<file path="config.mk">
export PLATFORM = sky130hd
export DESIGN_NAME = pipe_add_seg
export DESIGN_NICKNAME = d
export VERILOG_FILES = /design/src/rtl/pipe_add_seg.sv
export SDC_FILE = /design/constraint.sdc
export NUM_CORES = 1
export LEC_CHECK = 0
export CAP_MARGIN = 10
export CORE_ASPECT_RATIO = 1.25
export CORE_MARGIN = 3
export CORE_UTILIZATION = 52
export DETAILED_ROUTE_END_ITERATION = 8
export PLACE_DENSITY = 0.75
export SLEW_MARGIN = 20
export SYNTH_ARGS = -nofsm -noshare
export SYNTH_HDL_FRONTEND = slang
export SYNTH_SLANG_ARGS = --single-unit
export TNS_END_PERCENT = 50
</file>
<file path="constraint.sdc">
create_clock -name clk -period 5.92 [get_ports clk]
set_input_delay 0.592 -clock clk [delete_from_list [all_inputs] [get_ports clk]]
set_output_delay 0.592 -clock clk [all_outputs]
set_load 0.02 [all_outputs]
</file>
<file path="src/rtl/pipe_add_seg.sv">
// Segment-pipelined adder/subtractor: one SW-bit slice per stage, carry registered between stages.
// Optional signed-overflow output enabled by defining PIPE_ADD_SEG_OVF_EN.
module pipe_add_seg #(
    parameter int WIDTH = 32,
    parameter int SEGS  = 4
) (
    input  logic             clk,
    input  logic             rst,
    input  logic             in_valid,
    output logic             in_ready,
    input  logic [WIDTH-1:0] in_a,
    input  logic [WIDTH-1:0] in_b,
    input  logic             in_ci,
    input  logic             in_sub,
    output logic             out_valid,
    input  logic             out_ready,
    output logic [WIDTH-1:0] out_sum,
    output logic             out_co
`ifdef PIPE_ADD_SEG_OVF_EN
    ,
    output logic             out_ovf
`endif
);

    localparam int SW = WIDTH / SEGS;
    localparam int L  = SEGS - 1;

    logic             adv;
    logic [SEGS-1:0]  v_q, v_d;
    logic [SEGS-1:0]  c_q, c_d;
    logic [WIDTH-1:0] a_q [SEGS];
    logic [WIDTH-1:0] a_d [SEGS];
    logic [WIDTH-1:0] b_q [SEGS];
    logic [WIDTH-1:0] b_d [SEGS];
    logic [WIDTH-1:0] s_q [SEGS];
    logic [WIDTH-1:0] s_d [SEGS];
`ifdef PIPE_ADD_SEG_OVF_EN
    logic             ovf_q, ovf_d;
`endif

    assign adv       = !v_q[L] | out_ready;
    assign in_ready  = adv;
    assign out_valid = v_q[L];
    assign out_sum   = s_q[L];
    assign out_co    = c_q[L];
`ifdef PIPE_ADD_SEG_OVF_EN
    assign out_ovf   = ovf_q;
`endif

    // Bubble stages carry all-zero data so idle outputs read 0.
    always_comb begin
        logic             sv;
        logic             sc;
        logic [WIDTH-1:0] sa;
        logic [WIDTH-1:0] sb;
        logic [WIDTH-1:0] ss;
        logic [SW:0]      t;
        int               pk;
        sv  = 1'b0;
        sc  = 1'b0;
        sa  = '0;
        sb  = '0;
        ss  = '0;
        t   = '0;
        pk  = 0;
        v_d = '0;
        c_d = '0;
        for (int k = 0; k < SEGS; k++) begin
            a_d[k] = '0;
            b_d[k] = '0;
            s_d[k] = '0;
        end
        for (int k = 0; k < SEGS; k++) begin
            pk = (k == 0) ? 0 : k - 1;
            if (k == 0) begin
                sv = in_valid;
                sa = in_a;
                sb = in_sub ? ~in_b : in_b;
                ss = '0;
                sc = in_sub | in_ci;
            end else begin
                sv = v_q[pk];
                sa = a_q[pk];
                sb = b_q[pk];
                ss = s_q[pk];
                sc = c_q[pk];
            end
            t = {1'b0, sa[k*SW +: SW]} + {1'b0, sb[k*SW +: SW]}
                + {{SW{1'b0}}, sc};
            ss[k*SW +: SW] = t[SW-1:0];
            if (sv) begin
                v_d[k] = 1'b1;
                c_d[k] = t[SW];
                a_d[k] = sa;
                b_d[k] = sb;
                s_d[k] = ss;
            end
        end
`ifdef PIPE_ADD_SEG_OVF_EN
        // Carry into the MSB recovered from its sum bit, xor carry-out.
        ovf_d = a_d[L][WIDTH-1] ^ b_d[L][WIDTH-1] ^ s_d[L][WIDTH-1]
                ^ c_d[L];
`endif
    end

    always_ff @(posedge clk) begin
        if (rst) begin
            v_q <= '0;
            c_q <= '0;
            for (int k = 0; k < SEGS; k++) begin
                a_q[k] <= '0;
                b_q[k] <= '0;
                s_q[k] <= '0;
            end
`ifdef PIPE_ADD_SEG_OVF_EN
            ovf_q <= 1'b0;
`endif
        end else if (adv) begin
            v_q <= v_d;
            c_q <= c_d;
            for (int k = 0; k < SEGS; k++) begin
                a_q[k] <= a_d[k];
                b_q[k] <= b_d[k];
                s_q[k] <= s_d[k];
            end
`ifdef PIPE_ADD_SEG_OVF_EN
            ovf_q <= ovf_d;
`endif
        end
    end

endmodule

</file>
==> flow_summary.ini, run 1 <==
[global_route]
grt_start_max_net_pins = 142
via_count_of_the_first_global_routing_pass = 4806
antenna_found_initial = 1
grt_first_pass_wirelength_mm = 22.5
globalRouteOverflowTotal = 0
groute.usage.overall_pct = 15.4

[clock_network]
clk_path_buf_depth = 2
holdBufCountCts = 0
cts_h_tree_lvls = 4
clk_transition_reported_paths_ns = 0.07
cts_tree = built
clock_sink_count = 184
clock_latency_ns = 0.42
post_cts.resized_instances = 0
clk_tree_root_cell = sky130_fd_sc_hd__clkbuf_16
tritoncts.num_buffers = 17
post_cts.repair.setup_buffers = 0

[critical_path]
timing.critical_path.required_ns = 6.20
critPathKind = in2reg
cp_max_fo = 33
critical_path_arrival_ns = 3.33
cp-end-kind = flip-flop
startpoint_type = primary input

[synthesis]
muxShareOfSynthArea_pct = 0.457
xor_and_xnor_area_share_after_synthesis_pct = 3.70
synth-async-reset-ratio_pct = 0
synthesis.yosys.warnings = 0
synth_cell_area_um2 = 8750
syn-num-nets = 775
ys_seq_elements = 184
synth_fa_ha_area_share_pct = 5.83
synth_ff_type = sky130_fd_sc_hd__edfxtp_1
synth-simple-area-share_pct = 16.4
synth_compound_gate_area_share_pct = 6.12
main_combinational_cell_family_by_area_after_synthesis = simple AND/OR/NAND/NOR gates
synth_sequential_area_ratio_pct = 62.2
synth-edff-count = 176
netlist-cell-type-count = 43
synthCells = 669
avgSynthCellArea_um2 = 13.1

[sta]
holdWs_ns = 0.509
hold_violations = 0
max-slew-margin-rel_pct = 34.4
setup-tns-final_ns = 0
worst_clock_skew_ns = 0.0127
layout_min_cycle_time_ns = 3.04
post-route-period-util_pct = 51.4
final-max-slew-violation-count = 0
fmax_achieved_mhz = 329
finalSetupViolCount = 0
worst_pin_slew_ns = 0.984
rsz0062_at_grt = false

[floorplanning]
die_area_um2 = 18400
die_h_um = 151
core_um2 = 16300
die_width_um = 122
effective_utilization_at_floorplan_pct = 53.6
cell_rows = 52
io_pins = 105

[place]
dp_hpwl_mm = 9.67
gp_congestion = 0.819
io_buffer_count = 104

[pwr]
power_leakage_nw = 4.17
switching_share_pct = 22.1
power_per_cell_area_nw_per_um2 = 268
comb_power_share_pct = 7.2
power.switching_mw = 0.613
internal_power_mw = 2.15
irDropWorstVdd_mv = 0.180
power.share.sequential_pct = 52.9
power.clock.fraction_pct = 39.9

[drt]
drc = 0
vias_per_cell = 5.04
wl_mm = 13.5
detailedRoute.firstPassIterationCount = 5
initialDrtViolationCount = 349
post_drt_wl_per_cell_um = 13.9
drtAntennaViolNets = 0
num_vias = 4873

[layout]
syn_to_final_growth_pct = 17.9
nets = 844
antennaDiodeCount = 0
layout-drive-gt1-share_pct = 6.26

[status]
run_status = completed

[flow_run]
number_of_violations_of_the_max_capacitance_limit = 0

[min_path]
worst_hold_path_type = reg2reg
==> flip-flops by register name, indices dropped and copies added (netlist names) <==
register  count
v_q           4
a_q          48
b_q          48
s_q          80
c_q           4
==> per-layer routing <==
metal	GRT usage (%)	vias to the layer above	share of wire, %
met3	3.92	20	6.1
met5	0	-	0.052
met2	24.9	157	49
met1	19.8	2194	43
li1	-	2500	-
met4	6.61	2	1.9
==> cell type report <==
cell class	instances	area, µm²
Clock buffer	17	425
Clock inverter	15	160
Fill cell	1224	6010
Inverter	24	105
Multi-Input combinational cell	404	2860
Sequential cell	184	5450
Tap cell	216	270
Timing Repair Buffer	107	1060
==> synth_stat cells, types with 5 or more instances <==
cell	instances	area share, %
sky130_fd_sc_hd__xnor2_1	28	2.8
sky130_fd_sc_hd__nor3_1	15	0.86
sky130_fd_sc_hd__o21ai_0	21	1.2
sky130_fd_sc_hd__or4_1	7	0.60
sky130_fd_sc_hd__fa_1	8	1.8
sky130_fd_sc_hd__a211oi_1	12	1.0
sky130_fd_sc_hd__a21o_1	5	0.43
sky130_fd_sc_hd__nand2_1	6	0.26
sky130_fd_sc_hd__dfxtp_1	8	1.8
sky130_fd_sc_hd__buf_4	32	2.7
sky130_fd_sc_hd__and2_1	125	8.9
sky130_fd_sc_hd__o22ai_1	7	0.50
sky130_fd_sc_hd__nand3_1	8	0.46
sky130_fd_sc_hd__and3_1	5	0.36
sky130_fd_sc_hd__clkbuf_1	14	0.60
sky130_fd_sc_hd__nor2b_1	12	0.86
sky130_fd_sc_hd__a21oi_1	11	0.63
sky130_fd_sc_hd__ha_1	28	4.0
sky130_fd_sc_hd__buf_2	10	0.57
sky130_fd_sc_hd__nor2_1	49	2.1
sky130_fd_sc_hd__edfxtp_1	176	60
sky130_fd_sc_hd__xor2_1	9	0.90
sky130_fd_sc_hd__o2111ai_1	7	0.70
sky130_fd_sc_hd__inv_1	22	0.94
sky130_fd_sc_hd__nand2b_1	11	0.79
==> worst max-delay path, stage by stage <==
cell,delay [ns]
sky130_fd_sc_hd__buf_2,0.64
sky130_fd_sc_hd__xor2_1,0.19
sky130_fd_sc_hd__fa_1,0.49
sky130_fd_sc_hd__fa_1,0.45
sky130_fd_sc_hd__a211oi_1,0.24
sky130_fd_sc_hd__nor2_1,0.13
sky130_fd_sc_hd__or4_1,0.50
sky130_fd_sc_hd__nand3_1,0.10
==> metrics by stage <==
| step | cells | area, µm² | setup WS [ns] | utilization (%) | power (mW) |
|---|---|---|---|---|---|
| floorplan | 669 | 8750 | 1.07 | - | 1.61 |
| global placement | 935 | 9730 | 2.53 | 59.6 | 1.68 |
| detailed placement | 935 | 9730 | 2.44 | 59.6 | 1.69 |
| CTS | 967 | 10300 | 2.87 | 63.2 | 2.79 |
| global route | 967 | 10300 | 2.69 | 63.2 | 2.86 |
| finish | 967 | 10300 | 2.88 | 63.2 | 2.77 |
==> cell usage in the layout (no fill, tap or decap), types with 5 or more instances in the layout <==
master / n
sky130_fd_sc_hd__edfxtp_1: 176
sky130_fd_sc_hd__and2_1: 125
sky130_fd_sc_hd__clkdlybuf4s50_1: 103
sky130_fd_sc_hd__nor2_1: 49
sky130_fd_sc_hd__xnor2_1: 28
sky130_fd_sc_hd__ha_1: 28
sky130_fd_sc_hd__inv_1: 21
sky130_fd_sc_hd__o21ai_0: 21
sky130_fd_sc_hd__clkbuf_16: 17
sky130_fd_sc_hd__nor3_1: 13
sky130_fd_sc_hd__a211oi_1: 12
sky130_fd_sc_hd__nor2b_1: 12
sky130_fd_sc_hd__a21oi_1: 11
sky130_fd_sc_hd__nand2b_1: 11
sky130_fd_sc_hd__xor2_1: 9
sky130_fd_sc_hd__nand3_1: 8
sky130_fd_sc_hd__fa_1: 8
sky130_fd_sc_hd__dfxtp_1: 8
sky130_fd_sc_hd__o22ai_1: 7
sky130_fd_sc_hd__o2111ai_1: 7
sky130_fd_sc_hd__or4_1: 7
sky130_fd_sc_hd__inv_6: 6
sky130_fd_sc_hd__nand2_1: 6
sky130_fd_sc_hd__and3_1: 5
sky130_fd_sc_hd__a21o_1: 5
==> power groups by stage <==
stage / registers [mW] / logic, mW / clock network, mW
3_3_place_gp: 1.49 / 0.191 / 0
5_1_grt: 1.47 / 0.223 / 1.17
4_1_cts: 1.46 / 0.201 / 1.12
6_report: 1.46 / 0.200 / 1.10
2_1_floorplan: 1.49 / 0.124 / 0
3_5_place_dp: 1.49 / 0.200 / 0
==> cell families after synthesis <==
family / Yosys count
adders and majority gates: 36
xor gates and xnor gates: 37
DFF: 184
buffers and inverters: 81
muxes: 4
and+or+nand+nor: 248
AOI/OAI and AO/OA: 79
==> path summary, 6_finish.rpt <==
kind | from | end | slack, ns | cells after the start
max | in_sub | s_q[0][6]$_SDFFCE_PN0P_ | 2.88 | 8
min | a_q[0][60]$_SDFFCE_PN0P_ | a_q[0][92]$_SDFFCE_PN0P_ | 0.51 | 1
max reg2reg | v_q[3]$_SDFFE_PP0P_ | a_q[0][57]$_SDFFCE_PN0P_ | 3.60 | 5
min reg2reg | a_q[0][60]$_SDFFCE_PN0P_ | a_q[0][92]$_SDFFCE_PN0P_ | 0.51 | 1
No activity file was read; power rests on OpenSTA's default activity.
==> run 2, diff against run 1 <==
CORE_UTILIZATION = 51   (was 52)
PLACE_DENSITY = 0.77   (was 0.75)
clock period = 2.6 ns   (was 5.92 ns; I/O delays follow)
==> flow_summary.ini, run 2 (synthesis gave the netlist of run 1 again) <==
[flow_run]
number_of_violations_of_the_max_capacitance_limit = 0

[critical_path]
most_repeated_library_cell_on_the_critical_path = sky130_fd_sc_hd__fa_1
cp_max_fo = 2
worst_reg2reg_path_startpoint = b_q[0][8]$_SDFFCE_PN0P_
critical_path_arrival_ns = 2.66
regToRegEndpoint = c_q[1]$_SDFFE_PP0P_
r2r_cells = 8
regToRegSetupSlack_ns = 0.38
path_cells = clkdlybuf4s50_1 -> or2_2 -> fa_1 -> fa_1 -> a211oi_1 -> nor2_1 -> or4_1 -> nand3_1
cpMaxStageDelayCell = sky130_fd_sc_hd__or4_1
startpoint_type = primary input
critPathKind = in2reg
slowest_delay_ns = 0.49
cp-end-kind = flip-flop
timing.critical_path.required_ns = 2.88

[global_route]
grt_first_pass_wirelength_mm = 23.0
via_count_of_the_first_global_routing_pass = 4904
groute.usage.overall_pct = 15.1
globalRouteOverflowTotal = 0
antenna_found_initial = 0
grt_start_max_net_pins = 87

[drt]
num_vias = 5006
drtAntennaViolNets = 0
wl_mm = 13.7
drc = 0
detailedRoute.firstPassIterationCount = 4
initialDrtViolationCount = 265
post_drt_wl_per_cell_um = 14.0
vias_per_cell = 5.13

[sta]
holdWs_ns = 0.467
finalSetupViolCount = 0
final-max-slew-violation-count = 0
max-slew-margin-rel_pct = 36.7
hold_violations = 0
worst_pin_slew_ns = 0.950
layout_min_cycle_time_ns = 2.38
worst_clock_skew_ns = 0.00946
setup-tns-final_ns = 0
rsz0062_at_grt = false
post-route-period-util_pct = 91.7
fmax_achieved_mhz = 420

[clock_network]
holdBufCountCts = 0
clock_latency_ns = 0.42
tritoncts.num_buffers = 17
post_cts.resized_instances = 0
clk_transition_reported_paths_ns = 0.07
clock_sink_count = 184
cts_h_tree_lvls = 4
cts_tree = built
clk_path_buf_depth = 2
clk_tree_root_cell = sky130_fd_sc_hd__clkbuf_16
post_cts.repair.setup_buffers = 0

[layout]
most_common_cell_after_layout_fill_and_taps_aside = sky130_fd_sc_hd__edfxtp_1
regMostFlops = s_q
nets = 854
fin_util_pct = 63.0
multi_input_gate_area_in_the_final_layout_um2 = 2860
largest_register_ff_count = 80
layout-drive-gt1-share_pct = 7.50
syn_to_final_growth_pct = 18.9
postLayoutCellArea_um2 = 10400
nFillCells = 1239
area.sequential_um2 = 5450
most-common-layout-cells = 176 x sky130_fd_sc_hd__edfxtp_1, 125 x sky130_fd_sc_hd__and2_1, 103 x sky130_fd_sc_hd__clkdlybuf4s50_1
antennaDiodeCount = 0
layout_top_registers = s_q x80, a_q x48, b_q x48

[pwr]
power_per_cell_area_nw_per_um2 = 592
irDropWorstVdd_mv = 0.440
power_leakage_nw = 4.22

[floorplanning]
io_pins = 105
die_area_um2 = 18800
core_um2 = 16500
die_h_um = 152
effective_utilization_at_floorplan_pct = 53.0
die_width_um = 123
cell_rows = 52

[place]
dp_hpwl_mm = 10.0
io_buffer_count = 104
gp_congestion = 0.770
postPlaceCellArea_um2 = 9860

[min_path]
worst_hold_startpoint = in_sub
worst_hold_path.endpoint = b_q[0][12]$_SDFFCE_PN0P_
worst_hold_path.num_cells = 4
worst_hold_path_type = in2reg

[status]
run_status = completed
run 2: how the worst max path moves through the flow:
stage / start / end / cells after the start / slack [ns]
after global placement: in_ci / s_q[0][6]$_SDFFCE_PN0P_ / 8 / -0.12
final: in_ci / s_q[0][6]$_SDFFCE_PN0P_ / 8 / 0.22
after global routing: in_ci / s_q[0][6]$_SDFFCE_PN0P_ / 8 / 0.12
after detailed placement: in_ci / s_q[0][6]$_SDFFCE_PN0P_ / 8 / -0.18
after CTS: in_ci / s_q[0][6]$_SDFFCE_PN0P_ / 8 / 0.25
after floorplan: v_q[3]$_SDFFE_PP0P_ / a_q[0][10]$_SDFFCE_PN0P_ / 5 / -1.33
run 2: power breakdown:
group	switching (mW)	total (mW)	leakage, nW	internal (mW)
sequential	0.0250	3.33	2.21	3.31
clock	1.03	2.36	0.262	1.32
combinational	0.228	0.477	1.75	0.249
total	1.29	6.17	4.22	4.88
run 2: final cells by class:
type                    instances  share of cell area (%)
flip-flops and latches        184                    52.3
multi-input cells             404                    27.5
repair buffers                117                    11.2
clock buffers                  18                    4.12
well taps                     216                    2.60
clock inverters                13                    1.20
inverters                      24                   0.974
run 2: stage by stage:
stage	setup slack, ns	cells	total power, mW
after floorplan	-1.33	669	3.67
after global placement	-0.119	945	3.84
after detailed placement	-0.185	945	3.87
after CTS	0.246	976	6.21
after global routing	0.123	976	6.40
final	0.217	976	6.17
run 2: critical path, delay by kind of cell:
family / cells / cell delay [ns]
AND/OR/NAND/NOR: 4 / 0.96
buffers and inverters: 1 / 0.38
AO/OA/AOI/OAI: 1 / 0.23
adder cells (fa/ha/maj): 2 / 0.84
run 2: layer usage:
layer  share of wire [%]  global-route usage, %
met1                  43                   19.2
met2                  50                   25.6
met3                 5.2                   3.08
met4                 1.7                   5.01
met5                   0                      0
==> run 3, diff against run 2 <==
HOLD_SLACK_MARGIN = 0.1   (was default)
==> results of run 3 <==
Same layout as run 2: the final DEF is identical, and so are final timing and power.
==> variant 1 (flow settings as in run 2) <==
The parameter `WIDTH` goes from 32 to 64.
--- a/src/rtl/pipe_add_seg.sv
+++ b/src/rtl/pipe_add_seg.sv
@@ -1,7 +1,7 @@
 // Segment-pipelined adder/subtractor: one SW-bit slice per stage, carry registered between stages.
 // Optional signed-overflow output enabled by defining PIPE_ADD_SEG_OVF_EN.
 module pipe_add_seg #(
-    parameter int WIDTH = 32,
+    parameter int WIDTH = 64,
     parameter int SEGS  = 4
 ) (
     input  logic             clk,
Ports: changed (resized in_a, in_b and out_sum); port bits go from 105 to 201. The function was not compared with the original's and may differ.
==> variant 1 against run 2 <==
Power grew 110%. Highest routed layer is now met5. Synthesized cell count grew 110%. First-iteration DRC count grew to 2.9 times the old value. Global-route usage grew 3.1 points. Critical path depth grew 1. Worst setup slack lost 77 ps. Area after synthesis grew 99%. Sequential cell count grew 176. Hold slack lost 79 ps. Cell area grew 99%. Wire length grew 140%. Largest power group unchanged. Sequential share of layout area shrank 0.64 points. Sequential power grew 96%.
==> variant 1: results (changes against run 2) <==
status finished, final reports clean (unchanged); met3 wire len 1736 um (was 714 um); maximum vdd drop 0.3666 mV (was 0.4399 mV); top flop regs s_q x160, a_q x96, b_q x96 (was s_q x80, a_q x48, b_q x48); first-pass GRT wire length 51900 um (was 23030 um); met2 Usage GRT 0.3318 (was 0.2564); Critical Path AT 2820 ps (was 2660 ps); CTS buffer count 37 (was 17); proportion of layout cells with a drive suffix above 1 0.06990 (was 0.07500); H-Tree Depth 2 (was 4); DIE WIDTH 171.3 um (was 123.2 um); reg-to-reg endpoint s_q[0][252] (was c_q[1]); Metal-1 WL 12800 um (was 5846 um); total wire length 33400 um (was 13710 um); met3 usage 0.03000 (was 0.03082); Reg2Reg Setup Slack 140 ps (was 380 ps); total track usage 0.1816 (was 0.1510); Pre-antenna DRT Iters 6 (was 4); fillers 2546 (was 1239); measured slew at the worst slew-check pin 569.6 ps (was 949.7 ps); slowest cell on the critical path fa_1 (was or4_1); Post-synth EDFFs 352 (was 176); Vias/cell 5.303 (was 5.129); nets@finish 1721 (was 854); P_seq 6530 uW (was 3330 uW)
-- variant 1: changes by cell type after synthesis, sizes merged, moves of 12 or more --
cell / run 2 / this run
nor2: 49 / 105
xor2: 9 / 27
buf: 43 / 83
and2: 125 / 247
clkbuf: 14 / 34
xnor2: 28 / 60
nand2: 6 / 49
edfxtp: 176 / 352
a21oi: 11 / 67
o211ai: 0 / 12
ha: 28 / 60
inv: 24 / 37
-- variant 1: worst min-delay path by stage --
stage | to | cells after the start | from | slack [ps]
after global routing | a_q[0][41] | 2 | in_a[41] | 380
after detailed placement | c_q[1] | 1 | c_q[1] | 460
after CTS | a_q[0][40] | 2 | in_a[40] | 360
final | a_q[0][40] | 2 | in_a[40] | 390
after floorplan | v_q[3] | 1 | rst | 320
after global placement | v_q[1] | 2 | v_q[1] | 450
-- variant 1: logic make-up after synthesis --
group,count (synthesis),synth area share
buf+inv,154,0.04876
mux,14,0.008043
simple gates,499,0.1562
compound gates,192,0.07512
flops,360,0.6159
xor+xnor,87,0.04373
fa+ha+maj,68,0.05228
-- variant 1: layout make-up --
class,count,area share
Sequential cell,360,0.5171
Multi-Input combinational cell,860,0.2832
Timing Repair Buffer,223,0.1107
Clock buffer,44,0.04635
Tap cell,423,0.02549
Clock inverter,21,0.01013
Inverter,37,0.006871
Antenna cell,2,0.0002411
-- variant 1: per-stage QoR --
stage | worst slack (ps) | area [um2] | instances | total power (uW) | hold WS [ps]
after detailed placement | -391.1 | 19560 | 1903 | 7641 | 460.8
after CTS | 59.61 | 20740 | 1968 | 12800 | 362.5
after global routing | 2.270 | 20760 | 1970 | 13140 | 384.7
final | 139.9 | 20760 | 1970 | 12680 | 388.3
after floorplan | -3849 | 17440 | 1374 | 7250 | 319.4
after global placement | -363.7 | 19560 | 1903 | 7609 | 446.1
==> variant 2 (flow settings as in run 2) <==
Made on the original files. The option `PIPE_ADD_SEG_OVF_EN` is turned on by a define.
--- a/src/rtl/pipe_add_seg.sv
+++ b/src/rtl/pipe_add_seg.sv
@@ -1,5 +1,7 @@
 // Segment-pipelined adder/subtractor: one SW-bit slice per stage, carry registered between stages.
 // Optional signed-overflow output enabled by defining PIPE_ADD_SEG_OVF_EN.
+`define PIPE_ADD_SEG_OVF_EN
+
 module pipe_add_seg #(
     parameter int WIDTH = 32,
     parameter int SEGS  = 4
Function (old outputs only; new: out_ovf): same outputs for any inputs over 4 cycles, from zero or initial values and one cycle with rst high; that may be too few to reach the edited logic, so the function may still have changed.
==> variant 2 against run 2 <==
Cell area down 2.1%. Largest power group unchanged. Cell count down 2.6%. Worst setup slack worse by 78 ps. Clock power up 5%. Power up 1.8%. Area after synthesis down 3.0%. Largest cell class unchanged. Via count down 1.5%. Sequential cell count up 1. Wire length up 0.94%.
==> variant 2: results (changes against run 2) <==
post-synth cell types 36 (was 43); dpl cells 919 (was 945); GR Layer Usage met1 0.1991 (was 0.1923); slowest cell on the critical path fa_1 (was or4_1); FF-to-FF path depth 9 (was 8); met2 WL 7010 um (was 6918 um); Hold Path Class flip-flop to flip-flop (was primary input to flip-flop); Cells after Synth 648 (was 669); met3 wire len 563 um (was 714 um); reg-to-reg endpoint s_q[0][86] (was c_q[1]); Placement Setup Slack -295.1 ps (was -184.9 ps); Pleak 0.004512 uW (was 0.004218 uW); hold path startpoint out_ovf (was in_sub); Comb power 460 uW (was 477 uW); Vias/cell 5.184 (was 5.129); Hold Path Depth 2 (was 4); largest cells by area after synthesis edfxtp_1 (62%), and3_1 (9.2%), ha_1 (4.1%) (was edfxtp_1 (60%), and2_1 (8.9%), ha_1 (4.0%)); critical-path maximum fanout 3 (was 2); fillers 1214 (was 1239); proportion of layout cells with a drive suffix above 1 0.08027 (was 0.07500); total track usage 0.1566 (was 0.1510); Hold EP out_ovf (was b_q[0][12]); Metal-1 WL 6004 um (was 5846 um); Critical Path AT 2620 ps (was 2660 ps); nets@finish 828 (was 854); Synthesized Nets 754 (was 775); clock group total power 2470 uW (was 2360 uW); status finished, final reports clean (unchanged); most frequent cells after synthesis edfxtp_1 (176), and3_1 (125), nor2_1 (60), xnor2_1 (35), buf_4 (32) (was edfxtp_1 (176), and2_1 (125), nor2_1 (49), buf_4 (32)); met2 Usage GRT 0.2647 (was 0.2564); register area share after synthesis 0.6435 (was 0.6222); DRT iter0 DRCs 479 (was 265); IO buf count 105 (was 104); measured slew at the worst slew-check pin 912.0 ps (was 949.7 ps); Worst Skew 9.948 ps (was 9.461 ps); met3 usage 0.03194 (was 0.03082); critical path's top delay family adder cells (was simple AND/OR/NAND/NOR gates); Reg2Reg Setup Slack 250 ps (was 380 ps); P_sw 1431 uW (was 1287 uW); vias in the first global route 4859 (was 4904); total wire length 13840 um (was 13710 um); maximum vdd drop 0.4344 mV (was 0.4399 mV); FF-to-FF Start b_q[0][48] (was b_q[0][8]); largest net degree at the start of global routing 177 (was 87); DPL Wire Length 9422 um (was 10050 um); top flop regs s_q x80, a_q x48, b_q x48 (unchanged); first-pass GRT wire length 22890 um (was 23030 um); largest stage delay on the critical path 410 ps (was 490 ps)
variant 2: final cells by class:
class                      instances  area [um2]  share of cell area
multi-input combinational        376        2596              0.2548
clock buffer                      17       425.4             0.04175
sequential                       185        5469              0.5368
tap                              216       270.3             0.02653
inverter                          20       81.33            0.007982
clock inverter                    15       160.2             0.01572
timing repair buffer             122        1186              0.1164
variant 2: per-stage QoR:
step	hold WS, ps	TNS, ps	total power, uW	instance area (um2)
finish	458.6	0	6275	10190
global route	509.5	0	6515	10190
CTS	463.8	0	6310	10190
detailed placement	453.7	-714.6	3874	9603
global placement	442.0	-272.3	3851	9603
floorplan	322.7	-223680	3673	8518
variant 2: cell families (layout without fill, tap and decap cells):
kind of cell,count (synthesis),in the layout,synth area share
simple gates,227,227,0.1429
flops,185,185,0.6435
buf+inv,87,174,0.05318
compound gates,66,66,0.05097
xor+xnor,47,47,0.04935
fa+ha+maj,36,36,0.06011
